**src/rtl/cybercobra_hex_display.sv**
```systemverilog
// cybercobra_hex_display
// Multiplexed common-anode 7-segment driver for the CYBERcobra out_o word.
// The displayed word is captured into a shadow register once per full scan
// frame, so a digit never changes in the middle of a frame.
//
// Parameters:
//   DIGITS       number of hex digits (1..8); digit k shows value[4k+3:4k]
//   REFRESH_DIV  clk cycles each digit stays lit (>=2)
// Ports:
//   clk_i          system clock, rising edge
//   rst_i          synchronous active-high reset
//   value_i        word to display
//   hold_i         1 = skip frame loads, keep the shadow value
//   an_o           digit enables, active-low, one-hot-zero
//   seg_o          segments {g,f,e,d,c,b,a}, active-low
//   dp_o           decimal point, active-low, always off
//   frame_start_o  1-cycle pulse on the cycle after the shadow loads
// Configuration:
//   HEX_DISPLAY_ZERO_BLANK_EN  when defined, leading-zero digits (k>0) are blanked.
module cybercobra_hex_display #(
  parameter int DIGITS      = 8,
  parameter int REFRESH_DIV = 1000
) (
  input  logic              clk_i,
  input  logic              rst_i,
  input  logic [31:0]       value_i,
  input  logic              hold_i,
  output logic [DIGITS-1:0] an_o,
  output logic [6:0]        seg_o,
  output logic              dp_o,
  output logic              frame_start_o
);
  localparam int PW = $clog2(REFRESH_DIV);
  localparam int IW = (DIGITS > 1) ? $clog2(DIGITS) : 1;
  localparam int SW = 4 * DIGITS;
  localparam logic [PW-1:0] PRE_LAST = PW'(REFRESH_DIV - 1);
  localparam logic [IW-1:0] IDX_LAST = IW'(DIGITS - 1);

  logic [PW-1:0]            prescaler;
  logic [IW-1:0]            digit_idx;
  logic [SW-1:0]            shadow;
  logic                     load_pending;
  logic                     tick, frame_end, load;
  logic [DIGITS-1:0][3:0]   nib;
  logic [DIGITS-1:0]        lead_zero;
  logic [DIGITS-1:0]        an_next;
  logic [6:0]               seg_next;

  function automatic logic [6:0] hex_glyph(input logic [3:0] n);
    case (n)
      4'h0: hex_glyph = 7'h40;  4'h1: hex_glyph = 7'h79;
      4'h2: hex_glyph = 7'h24;  4'h3: hex_glyph = 7'h30;
      4'h4: hex_glyph = 7'h19;  4'h5: hex_glyph = 7'h12;
      4'h6: hex_glyph = 7'h02;  4'h7: hex_glyph = 7'h78;
      4'h8: hex_glyph = 7'h00;  4'h9: hex_glyph = 7'h10;
      4'hA: hex_glyph = 7'h08;  4'hB: hex_glyph = 7'h03;
      4'hC: hex_glyph = 7'h46;  4'hD: hex_glyph = 7'h21;
      4'hE: hex_glyph = 7'h06;  default: hex_glyph = 7'h0E;
    endcase
  endfunction

  assign tick      = (prescaler == PRE_LAST);
  assign frame_end = tick && (digit_idx == IDX_LAST);
  // load_pending makes the first cycle after reset load even mid-scan.
  assign load      = (frame_end || load_pending) && !hold_i;
  assign nib       = shadow;
  assign dp_o      = 1'b1;

  // lead_zero[k]: every nibble from k upward is zero; digit 0 never qualifies.
  for (genvar k = 0; k < DIGITS; k++) begin : g_lz
    if (k == 0) begin : g_d0
      assign lead_zero[k] = 1'b0;
    end else begin : g_dk
      assign lead_zero[k] = ~|shadow[SW-1:4*k];
    end
  end

  always_comb begin
    an_next  = ~(DIGITS'(1) << digit_idx);
    seg_next = hex_glyph(nib[digit_idx]);
`ifdef HEX_DISPLAY_ZERO_BLANK_EN
    if (lead_zero[digit_idx]) begin
      an_next  = '1;
      seg_next = 7'h7F;
    end
`endif
  end

  always_ff @(posedge clk_i) begin
    if (rst_i) begin
      prescaler     <= '0;
      digit_idx     <= '0;
      shadow        <= '0;
      load_pending  <= 1'b1;
      an_o          <= '1;
      seg_o         <= 7'h7F;
      frame_start_o <= 1'b0;
    end else begin
      prescaler <= tick ? '0 : prescaler + PW'(1);
      if (tick) digit_idx <= (digit_idx == IDX_LAST) ? '0 : digit_idx + IW'(1);
      if (load) begin
        shadow       <= value_i[SW-1:0];
        load_pending <= 1'b0;
      end
      frame_start_o <= load;
      an_o          <= an_next;
      seg_o         <= seg_next;
    end
  end

  logic unused_lz;
  assign unused_lz = ^lead_zero;
endmodule

```
**config.mk**
```make
export PLATFORM = sky130hd
export DESIGN_NAME = cybercobra_hex_display
export DESIGN_NICKNAME = d
export VERILOG_FILES = /design/src/rtl/cybercobra_hex_display.sv
export SDC_FILE = /design/constraint.sdc
export NUM_CORES = 1
export LEC_CHECK = 0
export BUFFER_PORTS_ARGS = -buffer_cell sky130_fd_sc_hd__buf_2
export CELL_PAD_IN_SITES_DETAIL_PLACEMENT = 0
export CELL_PAD_IN_SITES_GLOBAL_PLACEMENT = 1
export CORE_UTILIZATION = 44
export CTS_CLUSTER_SIZE = 30
export DETAILED_ROUTE_END_ITERATION = 8
export HOLD_SLACK_MARGIN = 0.12
export PLACE_DENSITY = 0.93
export SYNTH_ARGS = -nofsm -noshare
export SYNTH_HDL_FRONTEND = slang
export SYNTH_SLANG_ARGS = --single-unit
```
**constraint.sdc**
```tcl
create_clock -name clk_i -period 3.6 [get_ports clk_i]
set_input_delay 0.36 -clock clk_i [delete_from_list [all_inputs] [get_ports clk_i]]
set_output_delay 0.36 -clock clk_i [all_outputs]
set_load 0.05 [all_outputs]
```
# Yosys cells after proc, flatten, opt, wreduce, memory -nomap -nowiden
# Memory sizes are Yosys's and may differ from the RTL's. A register that Yosys moved wholly into a read port is not among the register bits.
# Cells that the tools add are included.
# op_classes
add_sub_neg	2
n_mul	0
div	0
n_lt_le_gt_ge	1
eq_ne	2
shifts	1
n_mux	3
bitwise_logic	1
reduce_logical	5
# ops
operator	n
$bmux W4 S3	1
$add A10 B1 Y10 const B	1
$eq A10 B10 Y1 const B	1
$not A8 Y8	1
$shl A1 B3 Y8 const A	1
$lt A3 B4 Y1 const B	1
$mux W4	1
$add A3 B1 Y3 const B	1
$eq A3 B3 Y1 const B	1
$mux W3	1
$logic_and A1 B1 Y1	2
$reduce_or A2 Y1	1
$logic_not A1 Y1	1
$logic_or A1 B1 Y1	1
# totals
regBits	55
latchBits	0
ramBits	0
rom_bits	112
in_bits	35
out_inout_bits	17
elab_cells	22
n_memories	1
# mem_list
memory	depth	word_bits	read_ports	rd_clocked_by_memory_dff	wr	line_no	rtl
(no name shown)	16	7	1	1	0	50	case (n)

# Longest topological paths before layout
# Gate-level depths: netlist of run 1.
# logic_depth
depth_word	4
depth_mapped	8
mapped_depth_nobuf	7

# Worst setup path before layout of run 1
# OpenSTA, ideal clock, no wires.
# synth_timing
kind	reg-to-reg
from	register digit_idx[1]
to	register seg_o[0]
arrival_ns	2.182
t_required_ns	3.464
path_slack_ns	1.282
path_stages_with_launch	8
path_buffers	1
cell_sequence	dfxtp_1 buf_2 mux4_2 mux2i_1 inv_2 ha_1 a2111oi_0 a211oi_1
# synth_between
elab_chain_len	2
# synth_lines
element	line_no	rtl
start: declaration	40	logic [IW-1:0] digit_idx;
start signal: assignment	100	if (tick) digit_idx <= (digit_idx == IDX_LAST) ? '0 : digit_idx + IW'(1);
$bmux W4 S3	80	seg_next = hex_glyph(nib[digit_idx]);
$mux W4 (not written as such)	80	
end: declaration	29	output logic [6:0] seg_o,
# Every way passes these cells. The select of a mux whose other input is x is not followed.
# A chain may end at the register's enable or synchronous reset.

# Final worst setup path of run 1
# Ends and elaborated chain as after synthesis.

==> results of run 1 <==
[critical path: stages (launching register included)]
cell       delay (ns)
dfxtp_1          0.64
mux4_2           0.56
mux2i_1          0.41
inv_2            0.10
ha_1             0.26
a2111oi_0        0.49
a211oi_1         0.10
[through the flow]
stage / setup WS [ns] / hold WS, ns / util (%) / area [sq um] / instances
after floorplan: 1.28 / 0.418 / - / 2670 / 297
after global placement: 1.09 / 0.428 / 50.0 / 2940 / 408
after CTS: 0.853 / 0.238 / 53.2 / 3130 / 423
after global routing: 0.623 / 0.236 / 53.2 / 3130 / 423
after detailed placement: 0.889 / 0.436 / 50.0 / 2940 / 408
final: 0.886 / 0.249 / 53.2 / 3130 / 423
[logic make-up after synthesis]
| family | after synthesis | share of synthesized area, % |
|---|---|---|
| simple gates | 121 | 18.9 |
| flops | 62 | 46.4 |
| compound gates | 50 | 10.8 |
| buf+inv | 25 | 4.77 |
| mux | 17 | 10.3 |
| fa+ha+maj | 12 | 5.62 |
| xor+xnor | 9 | 2.95 |
| other cells | 1 | 0.140 |
[path summary, 6_finish.rpt]
path,from,end,slack (ns)
worst max-delay path,digit_idx[1],seg_o[0],0.89
worst min-delay path,value_i[25],nib[25],0.25
worst max register to register,digit_idx[1],seg_o[0],0.89
worst min register to register,prescaler[0],prescaler[0],0.45
[area by class of cell]
class,count,share of cell area (%)
Tap cell,75,3.00
Clock inverter,4,1.52
Sequential cell,62,39.6
Timing Repair Buffer,53,8.71
Inverter,8,0.958
Multi-Input combinational cell,210,41.7
Clock buffer,11,4.51
[cell usage in the layout, fill, tap and decap left out, types with 6 or more instances in the layout]
cell,n
dfxtp_1,62
nor2_1,20
nand3_1,6
ha_1,12
buf_2,50
clkbuf_8,10
nand2_1,80
a21oi_1,36
mux2i_1,7
[power groups by stage]
| stage | Sequential (mW) | Combinational (mW) | Clock (mW) |
|---|---|---|---|
| final | 0.733 | 0.160 | 0.590 |
| after global placement | 0.749 | 0.158 | 0 |
| after floorplan | 0.776 | 0.0898 | 0 |
| after global routing | 0.737 | 0.178 | 0.635 |
| after CTS | 0.733 | 0.162 | 0.603 |
| after detailed placement | 0.748 | 0.162 | 0 |
[registers in the layout, summed over array words and instances (netlist names)]
| name | cells |
|---|---|
| an_o | 8 |
| prescaler | 10 |
| load_pending | 1 |
| frame_start_o | 1 |
| nib | 32 |
| seg_o | 7 |
| digit_idx | 3 |
[cells in the mapped netlist (all sizes together), types with 3 or more instances]
master | n | area [sq um]
a31oi | 3 | 18.8
ha | 12 | 150
buf | 11 | 75.1
nand2 | 80 | 300
mux4 | 6 | 139
nor2 | 21 | 78.8
clkbuf | 6 | 22.5
dfxtp | 62 | 1240
nor3 | 3 | 15.0
xnor2 | 5 | 43.8
xor2 | 4 | 35.0
a21oi | 36 | 180
nand3 | 6 | 30.0
mux2i | 9 | 115
inv | 7 | 26.3
[per-layer routing]
layer	global-route usage [%]	routed length, microns	part of all wire, %	vias to the layer above
li1	-	-	-	1086
met1	21.9	2400	47	953
met2	28.1	2310	45	48
met3	7.09	278	5.5	12
met4	7.32	89	1.8	0
met5	0	0	0	-
==> summary.txt, run 1 <==
Timing
  – Setup TNS: 0 ns
  – Fmax: 368 MHz
  – RSZ-0062 raised after global routing: false
  – Setup-failing EPs final: 0
  – Least-Margin Pin Slew: 0.595 ns
  – Tmin final: 2.71 ns
  – Clk_skew: 0.00902 ns
  – Slew Limit Fails: 0
  – Fin crit share: 75.4%
  – Slew HR: 60.3%
  – Final Hold Viols: 0

Floorplanning
  – Initial Util: 45.4%
  – IO Pins: 52
  – Rows: 28
  – Core box area: roughly 5900 sq um
  – Die area: 6390 sq um
  – Die height: 79.9 microns
  – Die width: 79.9 microns

Critical path
  – Worst Reg-to-Reg Cells: 6
  – Arrival @ worst endpoint: between 2 and 3 ns
  – CP required: around 3.8 ns
  – CP endpoint kind: flop
  – Crit start category: flop
  – Worst-path fanout max: 14
  – Critical setup path kind: reg2reg

Placed design
  – Post-DP HPWL: 3630 microns
  – I/O Buffers: 50
  – GPL Wtd Cong: 0.799

GRT
  – Initial antenna violation count: 0
  – Vias in the first global route: 1939
  – Largest net degree at the start of global routing: between 40 and 50
  – GRT overflow: 0
  – First-pass GRT wire length: 8620 microns
  – GRT Util Overall: 18.0%

Cells and area
  – Fillers: about 570
  – Register area: 1240 sq um
  – Area grow syn2layout: 17.2%
  – # diodes: 0
  – Area of the multi-input gates: 1310 sq um
  – Nets: 391
  – Fraction of layout cells with a size suffix above 1: 24.1%

Routing
  – Via density: 4.96
  – DRT Pass-1 Iters: 4
  – Antenna viol nets, final: 0
  – WL/cell: around 12 microns
  – Via count: 2099
  – WL final: approximately 5000 microns
  – Number of remaining DRC errors: 0
  – Initial DRC count: 107

Yosys
  – Post-synth net total: approximately 340
  – Distinct cell type count after synthesis: 43
  – Register area share after synthesis: 46.4%
  – Synth Instances: 297
  – #FFs+latches synth: 62
  – Cell area after synthesis: ~2700 sq um
  – Mean Syn Cell Area: 9.00 sq um
  – Async S/R FF share, synth: 0%
  – Synth Warn #: 0
  – Post-synth EDFFs: 0
  – Ys flop type: dfxtp_1

Flow run
  – Max cap viols: 0

Power and ir drop
  – Pleak: 1.30 nW
  – Total power: 1.48 mW
  – Design internal power: roughly 1.1 mW
  – Share of power burned in registers: 49.4%
  – Power per standard cell area: 473 nW/um^2
  – Switching power: 0.375 mW
  – Comb pwr share: 10.8%
  – Clock Power Share: 39.8%
  – Sw Ratio: between 20% and 30%
  – Peak supply drop: 0.344 mV

Clocking
  – Setup Buffers After CTS: 0
  – Worst-skew pair later-pin latency: 0.34 ns
  – Total clock sinks: 62
  – Post-CTS Hold Buffers: 0
  – CTS Buf Count: 9
  – Root Buffer: clkbuf_8
  – H-tree depth: 3
  – Reg clk slew, reported paths: 0.07 ns
  – Resized cells post-CTS: 0
  – Clk buf depth: 2
  – CTS tree: done

Run status
  – Outcome: complete, no violations

Worst hold path
  – Hold Path Depth: 3
  – Hold Crit Class: in2reg
(Power assumes the default switching activity.)
==> run 2, diff against run 1 <==
--- a/config.mk
+++ b/config.mk
@@ -8,11 +8,11 @@
 export BUFFER_PORTS_ARGS = -buffer_cell sky130_fd_sc_hd__buf_2
 export CELL_PAD_IN_SITES_DETAIL_PLACEMENT = 0
 export CELL_PAD_IN_SITES_GLOBAL_PLACEMENT = 1
-export CORE_UTILIZATION = 44
+export CORE_UTILIZATION = 41
 export CTS_CLUSTER_SIZE = 30
 export DETAILED_ROUTE_END_ITERATION = 8
 export HOLD_SLACK_MARGIN = 0.12
-export PLACE_DENSITY = 0.93
+export PLACE_DENSITY = 0.88
 export SYNTH_ARGS = -nofsm -noshare
 export SYNTH_HDL_FRONTEND = slang
 export SYNTH_SLANG_ARGS = --single-unit
==> constraint.sdc (replaced) <==
create_clock -name clk_i -period 2.5 [get_ports clk_i]
set_input_delay 0.25 -clock clk_i [delete_from_list [all_inputs] [get_ports clk_i]]
set_output_delay 0.25 -clock clk_i [all_outputs]
set_load 0.05 [all_outputs]
==> run 2 against run 1 <==
Non-clock buffer count grew 5. Worst hold slack lost 0.11 ns. Cell count rose by 1.9%. Critical path type unchanged. Critical endpoint unchanged. Largest cell class unchanged. Largest power group unchanged. Highest routed layer unchanged.
==> summary.txt, run 2 (same netlist as run 1, synthesis figures left out) <==
Power and ir drop
  – Share of power burned in registers: 45.8% (-3.6 points)
  – Sw Ratio: 23.6% (-1.7 points)
  – Switching power: 0.544 mW (+45%)
  – Clock Power Share: 44.0% (+4.2 points)
  – Design internal power: 1.76 mW (+59%)
  – Comb pwr share: 10.2% (-0.6 points)
  – Total power: 2.31 mW (+56%)
  – Power per standard cell area: 716 nW/um^2 (+51%)
  – Pleak: 1.35 nW (+3.8%)
  – Peak supply drop: 0.326 mV (-5.2%)

GRT
  – Largest net degree at the start of global routing: 34 (-28%)
  – First-pass GRT wire length: 8870 microns (+2.9%)
  – Vias in the first global route: 2018 (+4.1%)
  – GRT overflow: 0 (unchanged)
  – Initial antenna violation count: 0 (unchanged)
  – GRT Util Overall: 17.6% (-0.31 points)

Worst hold path
  – Hold Path Depth: 3 (unchanged)
  – Hold Crit Class: in2reg
  – Hold Path Sink: nib[22]
  – Worst Hold Launch: value_i[22]

Timing
  – RSZ-0062 raised after global routing: false
  – Fin crit share: 91.1% (+16 points)
  – Least-Margin Pin Slew: 0.597 ns (+0.00179 ns)
  – Setup-failing EPs final: 0 (unchanged)
  – Slew HR: 60.2% (-0.12 points)
  – Tmin final: 2.28 ns (-0.436 ns)
  – Fmax: 439 MHz (+19%)
  – Clk_skew: 0.00850 ns (-0.000515 ns)
  – Slew Limit Fails: 0 (unchanged)
  – Final Hold Viols: 0 (unchanged)
  – Setup TNS: 0 ns (unchanged)

Critical path
  – Crit start category: flop
  – Critical path, cell by cell: mux4_1 -> mux2i_4 -> inv_2 -> ha_1 -> a2111oi_0 -> a211oi_1
  – Worst-path fanout max: 6 (-8)
  – FF-to-FF setup slack: 0.22 ns (-0.66 ns)
  – Worst Reg-to-Reg Cells: 6 (unchanged)
  – Crit-path max cell delay: 0.62 ns (-0.02 ns)
  – Worst Path Buf+Inv: 1 (unchanged)
  – Arrival @ worst endpoint: 2.48 ns (-0.43 ns)
  – Critical setup path kind: reg2reg
  – CP endpoint kind: flop
  – CP required: 2.70 ns (-1.10 ns)
  – Critical-path top delay cell: mux4_1
  – Worst reg2reg startpoint: digit_idx[0]
  – Worst R2R End: seg_o[0]
  – Top delay family on crit path: multiplexers

Clocking
  – CTS Buf Count: 9 (unchanged)
  – CTS tree: done
  – Post-CTS Hold Buffers: 0 (unchanged)
  – H-tree depth: 3 (unchanged)
  – Clk buf depth: 2 (unchanged)
  – Reg clk slew, reported paths: 0.07 ns (about the same)
  – Total clock sinks: 62 (unchanged)
  – Worst-skew pair later-pin latency: 0.34 ns (about the same)
  – Root Buffer: clkbuf_8
  – Setup Buffers After CTS: 0 (unchanged)

Routing
  – Number of remaining DRC errors: 0 (unchanged)
  – DRT Pass-1 Iters: 4 (unchanged)
  – Via density: 4.96 (-0.13%)
  – WL/cell: 12.4 microns (+3.1%)
  – Initial DRC count: 61 (-43%)
  – Antenna viol nets, final: 0 (unchanged)
  – Via count: 2136 (+1.8%)
  – WL final: 5340 microns (+5.1%)

Floorplanning
  – Die height: 82.7 microns (+3.5%)
  – IO Pins: 52 (unchanged)
  – Rows: 29 (+3.6%)
  – Die area: 6850 sq um (+7.1%)
  – Core box area: 6310 sq um (+7.3%)
  – Initial Util: 42.3% (-3.1 points)
  – Die width: 82.7 microns (+3.5%)

Cells and area
  – Largest register FFs: 32 (unchanged)
  – Area grow syn2layout: 20.5%
  – Leading cell types in the layout, fill and taps excluded: 80 x nand2_1, 60 x dfxtp_1, 50 x buf_2
  – Final Cell Area: 3220 sq um (+2.8%)
  – Fillers: 627 (+11%)
  – Nets: 396 (+1.3%)
  – Fraction of layout cells with a size suffix above 1: 26.0% (+1.9 points)
  – # diodes: 0 (unchanged)
  – Most common cell after layout, fill and taps aside: nand2_1

Run status
  – Outcome: complete, no violations

Flow run
  – Max cap viols: 0 (unchanged)

Placed design
  – Area after DPL: 2980 sq um (+1.4%)
  – Post-DP HPWL: 3880 microns (+6.8%)
  – GPL Wtd Cong: 0.835 (+4.4%)
  – I/O Buffers: 50 (unchanged)
[run 2: cell types whose count changed in the layout (fill, tap and decap cells not counted)]
cell        change
clkinvlp_4      -1
buf_4           +5
clkinv_2        -1
clkbuf_8        +2
dfxtp_2         +2
bufinv_16       +1
dfxtp_1         -2
[run 2: worst max path at each step]
stage,from,endpoint,slack [ns],depth (start not counted)
6_report,digit_idx[0],seg_o[0],0.22,6
3_3_place_gp,digit_idx[0],seg_o[0],0.26,6
3_5_place_dp,digit_idx[0],seg_o[0],0.16,6
2_1_floorplan,digit_idx[1],seg_o[0],0.18,7
4_1_cts,digit_idx[0],seg_o[0],0.14,6
5_1_grt,digit_idx[0],seg_o[0],0.1,6
[run 2: layout make-up]
cell class,instances,area [sq um],area share (%)
Clock inverter,3,65.1,2.02
Multi-Input combinational cell,210,1310,40.6
Tap cell,77,96.3,2.99
Timing Repair Buffer,58,310,9.63
Inverter,8,30.0,0.932
Sequential cell,62,1240,38.6
Clock buffer,13,169,5.24
[run 2: stage by stage]
| step | hold slack [ns] | util, % | instances | worst slack (ns) |
|---|---|---|---|---|
| 2_1_floorplan | 0.361 | - | 297 | 0.182 |
| 3_3_place_gp | 0.425 | 47.3 | 415 | 0.261 |
| 3_5_place_dp | 0.445 | 47.3 | 415 | 0.163 |
| 4_1_cts | 0.129 | 51.0 | 431 | 0.143 |
| 5_1_grt | 0.143 | 51.0 | 431 | 0.0990 |
| 6_report | 0.143 | 51.0 | 431 | 0.222 |
[run 2: worst min-delay path, stage by stage]
cell	delay, ns
buf_2	0.09
nand2_1	0.04
a21oi_1	0.05
[run 2: power by group through the flow]
stage	registers (mW)	clock network (mW)	logic [mW]
after floorplan	1.12	0	0.129
after global placement	1.08	0	0.235
after detailed placement	1.08	0	0.238
after CTS	1.06	1.04	0.238
after global routing	1.06	1.08	0.263
final	1.06	1.01	0.235
[run 2: layer usage]
| metal | wire (microns) | up-vias | global-route usage [%] |
|---|---|---|---|
| met1 | 2550 | 975 | 21.1 |
| met3 | 297 | 10 | 5.60 |
| met2 | 2410 | 51 | 28.7 |
| met5 | 0 | - | 0 |
| met4 | 86 | 0 | 8.10 |
| li1 | - | 1100 | - |
[run 2: what timing repair did]
action	CTS	global route
setup endpoints to repair	0	1
resized for setup	0	2
endpoints found under the hold margin	0	0
==> run 3, diff against run 2 <==
==> config.mk (replaced) <==
export PLATFORM = sky130hd
export DESIGN_NAME = cybercobra_hex_display
export DESIGN_NICKNAME = d
export VERILOG_FILES = /design/src/rtl/cybercobra_hex_display.sv
export SDC_FILE = /design/constraint.sdc
export NUM_CORES = 1
export LEC_CHECK = 0
export CELL_PAD_IN_SITES_DETAIL_PLACEMENT = 0
export CELL_PAD_IN_SITES_GLOBAL_PLACEMENT = 1
export CORE_UTILIZATION = 47
export CTS_CLUSTER_SIZE = 30
export DETAILED_ROUTE_END_ITERATION = 8
export DONT_BUFFER_PORTS = 1
export HOLD_SLACK_MARGIN = 0.12
export PLACE_DENSITY = 0.87
export REMOVE_ABC_BUFFERS = 1
export SYNTH_ARGS = -nofsm -noshare
export SYNTH_HDL_FRONTEND = slang
export SYNTH_SLANG_ARGS = --single-unit
==> run 3 against run 2 <==
First-iteration DRC count rose by 93%. Worst setup slack got worse by 0.0089 ns. Cell area rose by 0.54%. Combinational power fell by 17%. Count of clock-buffer cells in the layout fell by 1. Sequential power rose by 5%. Die area fell by 12%. Global-route usage rose by 2.3 points. Wire length rose by 5.5%. Largest power group unchanged. Highest routed layer unchanged.
==> summary.txt, run 3 (same netlist as run 1, synthesis figures left out) <==
Worst hold path
  – Hold Crit Class: in2reg
  – Hold Path Sink: load_pending
  – Worst Hold Launch: rst_i
  – Hold Path Depth: 2 (-1)

Floorplanning
  – Die area: 5990 sq um (-12%)
  – Die width: 77.4 microns (-6.4%)
  – Die height: 77.4 microns (-6.4%)
  – Rows: 27 (-6.9%)
  – IO Pins: 52 (unchanged)
  – Initial Util: 48.5% (+6.2 points)
  – Core box area: 5510 sq um (-13%)

GRT
  – Largest net degree at the start of global routing: 44 (+29%)
  – First-pass GRT wire length: 9160 microns (+3.3%)
  – GRT Util Overall: 19.9% (+2.3 points)
  – GRT overflow: 0 (unchanged)
  – Vias in the first global route: 2013 (-0.25%)
  – Initial antenna violation count: 0 (unchanged)

Routing
  – DRT Pass-1 Iters: 6 (+2)
  – Initial DRC count: 118 (+93%)
  – Antenna viol nets, final: 0 (unchanged)
  – Number of remaining DRC errors: 0 (unchanged)
  – WL final: 5630 microns (+5.5%)
  – WL/cell: 13.8 microns (+11%)
  – Via count: 2126 (-0.47%)
  – Via density: 5.20 (+4.9%)

Critical path
  – Crit-path max cell delay: 0.65 ns (+0.03 ns)
  – Arrival @ worst endpoint: 2.49 ns (about the same)
  – Worst reg2reg startpoint: digit_idx[0]
  – CP endpoint kind: flop
  – Critical path, cell by cell: mux4_1 -> mux2i_4 -> inv_2 -> ha_1 -> a2111oi_0 -> a211oi_1
  – Critical setup path kind: reg2reg
  – FF-to-FF setup slack: 0.21 ns (about the same)
  – CP required: 2.70 ns (about the same)
  – Critical-path top delay cell: mux4_1
  – Worst Reg-to-Reg Cells: 6 (unchanged)
  – Crit start category: flop
  – Worst-path fanout max: 5 (-1)
  – Worst R2R End: seg_o[0]

Timing
  – Setup-failing EPs final: 0 (unchanged)
  – Least-Margin Pin Slew: 0.508 ns (-0.0890 ns)
  – Final Hold Viols: 0 (unchanged)
  – Tmin final: 2.29 ns (+0.00891 ns)
  – Clk_skew: 0.00902 ns (+0.000517 ns)
  – Fmax: 437 MHz (-0.39%)
  – Setup TNS: 0 ns (unchanged)
  – Final setup margin: 0.213 ns (-0.00891 ns)
  – Slew Limit Fails: 0 (unchanged)
  – RSZ-0062 raised after global routing: false
  – Fin crit share: 91.5% (+0.36 points)
  – Slew HR: 66.1% (+5.9 points)

Clocking
  – Reg clk slew, reported paths: 0.07 ns (about the same)
  – Worst-skew pair later-pin latency: 0.33 ns (about the same)
  – H-tree depth: 3 (unchanged)
  – CTS Buf Count: 9 (unchanged)
  – CTS tree: done
  – Resized cells post-CTS: 0 (unchanged)
  – Clk buf depth: 2 (unchanged)
  – Total clock sinks: 62 (unchanged)
  – Root Buffer: clkbuf_8

Cells and area
  – Largest register FFs: 32 (unchanged)
  – Final Cell Area: 3240 sq um (+0.54%)
  – Area of the multi-input gates: 1310 sq um (unchanged)
  – Register area: 1240 sq um (-0.20%)
  – Most common cell after layout, fill and taps aside: nand2_1
  – Leading cell types in the layout, fill and taps excluded: 80 x nand2_1, 62 x dfxtp_1, 36 x a21oi_1
  – Area grow syn2layout: 21.2%
  – Nets: 379 (-4.3%)
  – Fillers: 472 (-25%)
  – Fraction of layout cells with a size suffix above 1: 11.6% (-14 points)
  – Final core occ: 58.8% (+7.8 points)
  – # diodes: 0 (unchanged)

Power and ir drop
  – Peak supply drop: 0.401 mV (+23%)
  – Power per standard cell area: 631 nW/um^2 (-12%)
  – Total power: 2.04 mW (-11%)
  – Pleak: 1.28 nW (-5.6%)

Run status
  – Outcome: complete, no violations

Placed design
  – I/O Buffers: 0 (-100%)
  – Dpl ws: 0.227 ns (+0.0640 ns)
  – Post-DP HPWL: 3690 microns (-4.7%)
  – Area after DPL: 2720 sq um (-8.8%)
  – GPL Wtd Cong: 0.825 (-1.2%)

Flow run
  – Max cap viols: 0 (unchanged)
==> run 3: power by group <==
part | switching [mW] | internal, mW
Clock | 0.360 | 0.382
Combinational | 0.100 | 0.0951
Sequential | 0.0701 | 1.04
==> run 3: final cells by class <==
cell class,count,area share [%]
timing repair buffer,41,12.4
multi-input combinational,210,40.3
sequential,62,38.3
tap,72,2.78
inverter,8,0.927
clock buffer,12,4.48
clock inverter,4,0.696
==> run 3: worst max-delay path, delay by kind of cell (launching register included) <==
family / cells / cell delay [ns]
multiplexers: 2 / 0.89
AO/OA/AOI/OAI: 2 / 0.48
flip-flops: 1 / 0.46
adder cells (fa/ha/maj): 1 / 0.23
buffers and inverters: 1 / 0.09
==> run 3: worst max-delay path by stage <==
| stage | startpoint | end | slack [ns] | cells after the start |
|---|---|---|---|---|
| 6_report | digit_idx[0] | seg_o[0] | 0.21 | 6 |
| 5_1_grt | digit_idx[1] | seg_o[3] | 0.07 | 7 |
| 4_1_cts | digit_idx[1] | seg_o[3] | 0.21 | 7 |
| 3_5_place_dp | digit_idx[0] | seg_o[0] | 0.23 | 6 |
| 3_3_place_gp | digit_idx[0] | seg_o[0] | 0.33 | 6 |
| 2_1_floorplan | digit_idx[0] | nib[0] | -0.04 | 6 |
==> run 3: metal layers <==
metal / up-vias / wire [microns] / track usage (%)
met4: 0 / 49 / 7.36
met3: 4 / 242 / 6.59
met2: 48 / 2920 / 35.1
met5: - / 0 / 0
met1: 1007 / 2420 / 22.1
li1: 1067 / - / -
==> run 3: per-stage QoR <==
stage / instances / hold WS (ns)
final: 409 / 0.142
after global routing: 409 / 0.137
after CTS: 409 / 0.123
after detailed placement: 359 / 0.325
after global placement: 359 / 0.324
after floorplan: 280 / 0.319
==> run 3: timing repair <==
| action | CTS | global route |
|---|---|---|
| setup endpoints to repair | 0 | 0 |
| endpoints found under the hold margin | 48 | 0 |
| hold buffers | 34 | 0 |
| buffers inserted | 0 | 0 |
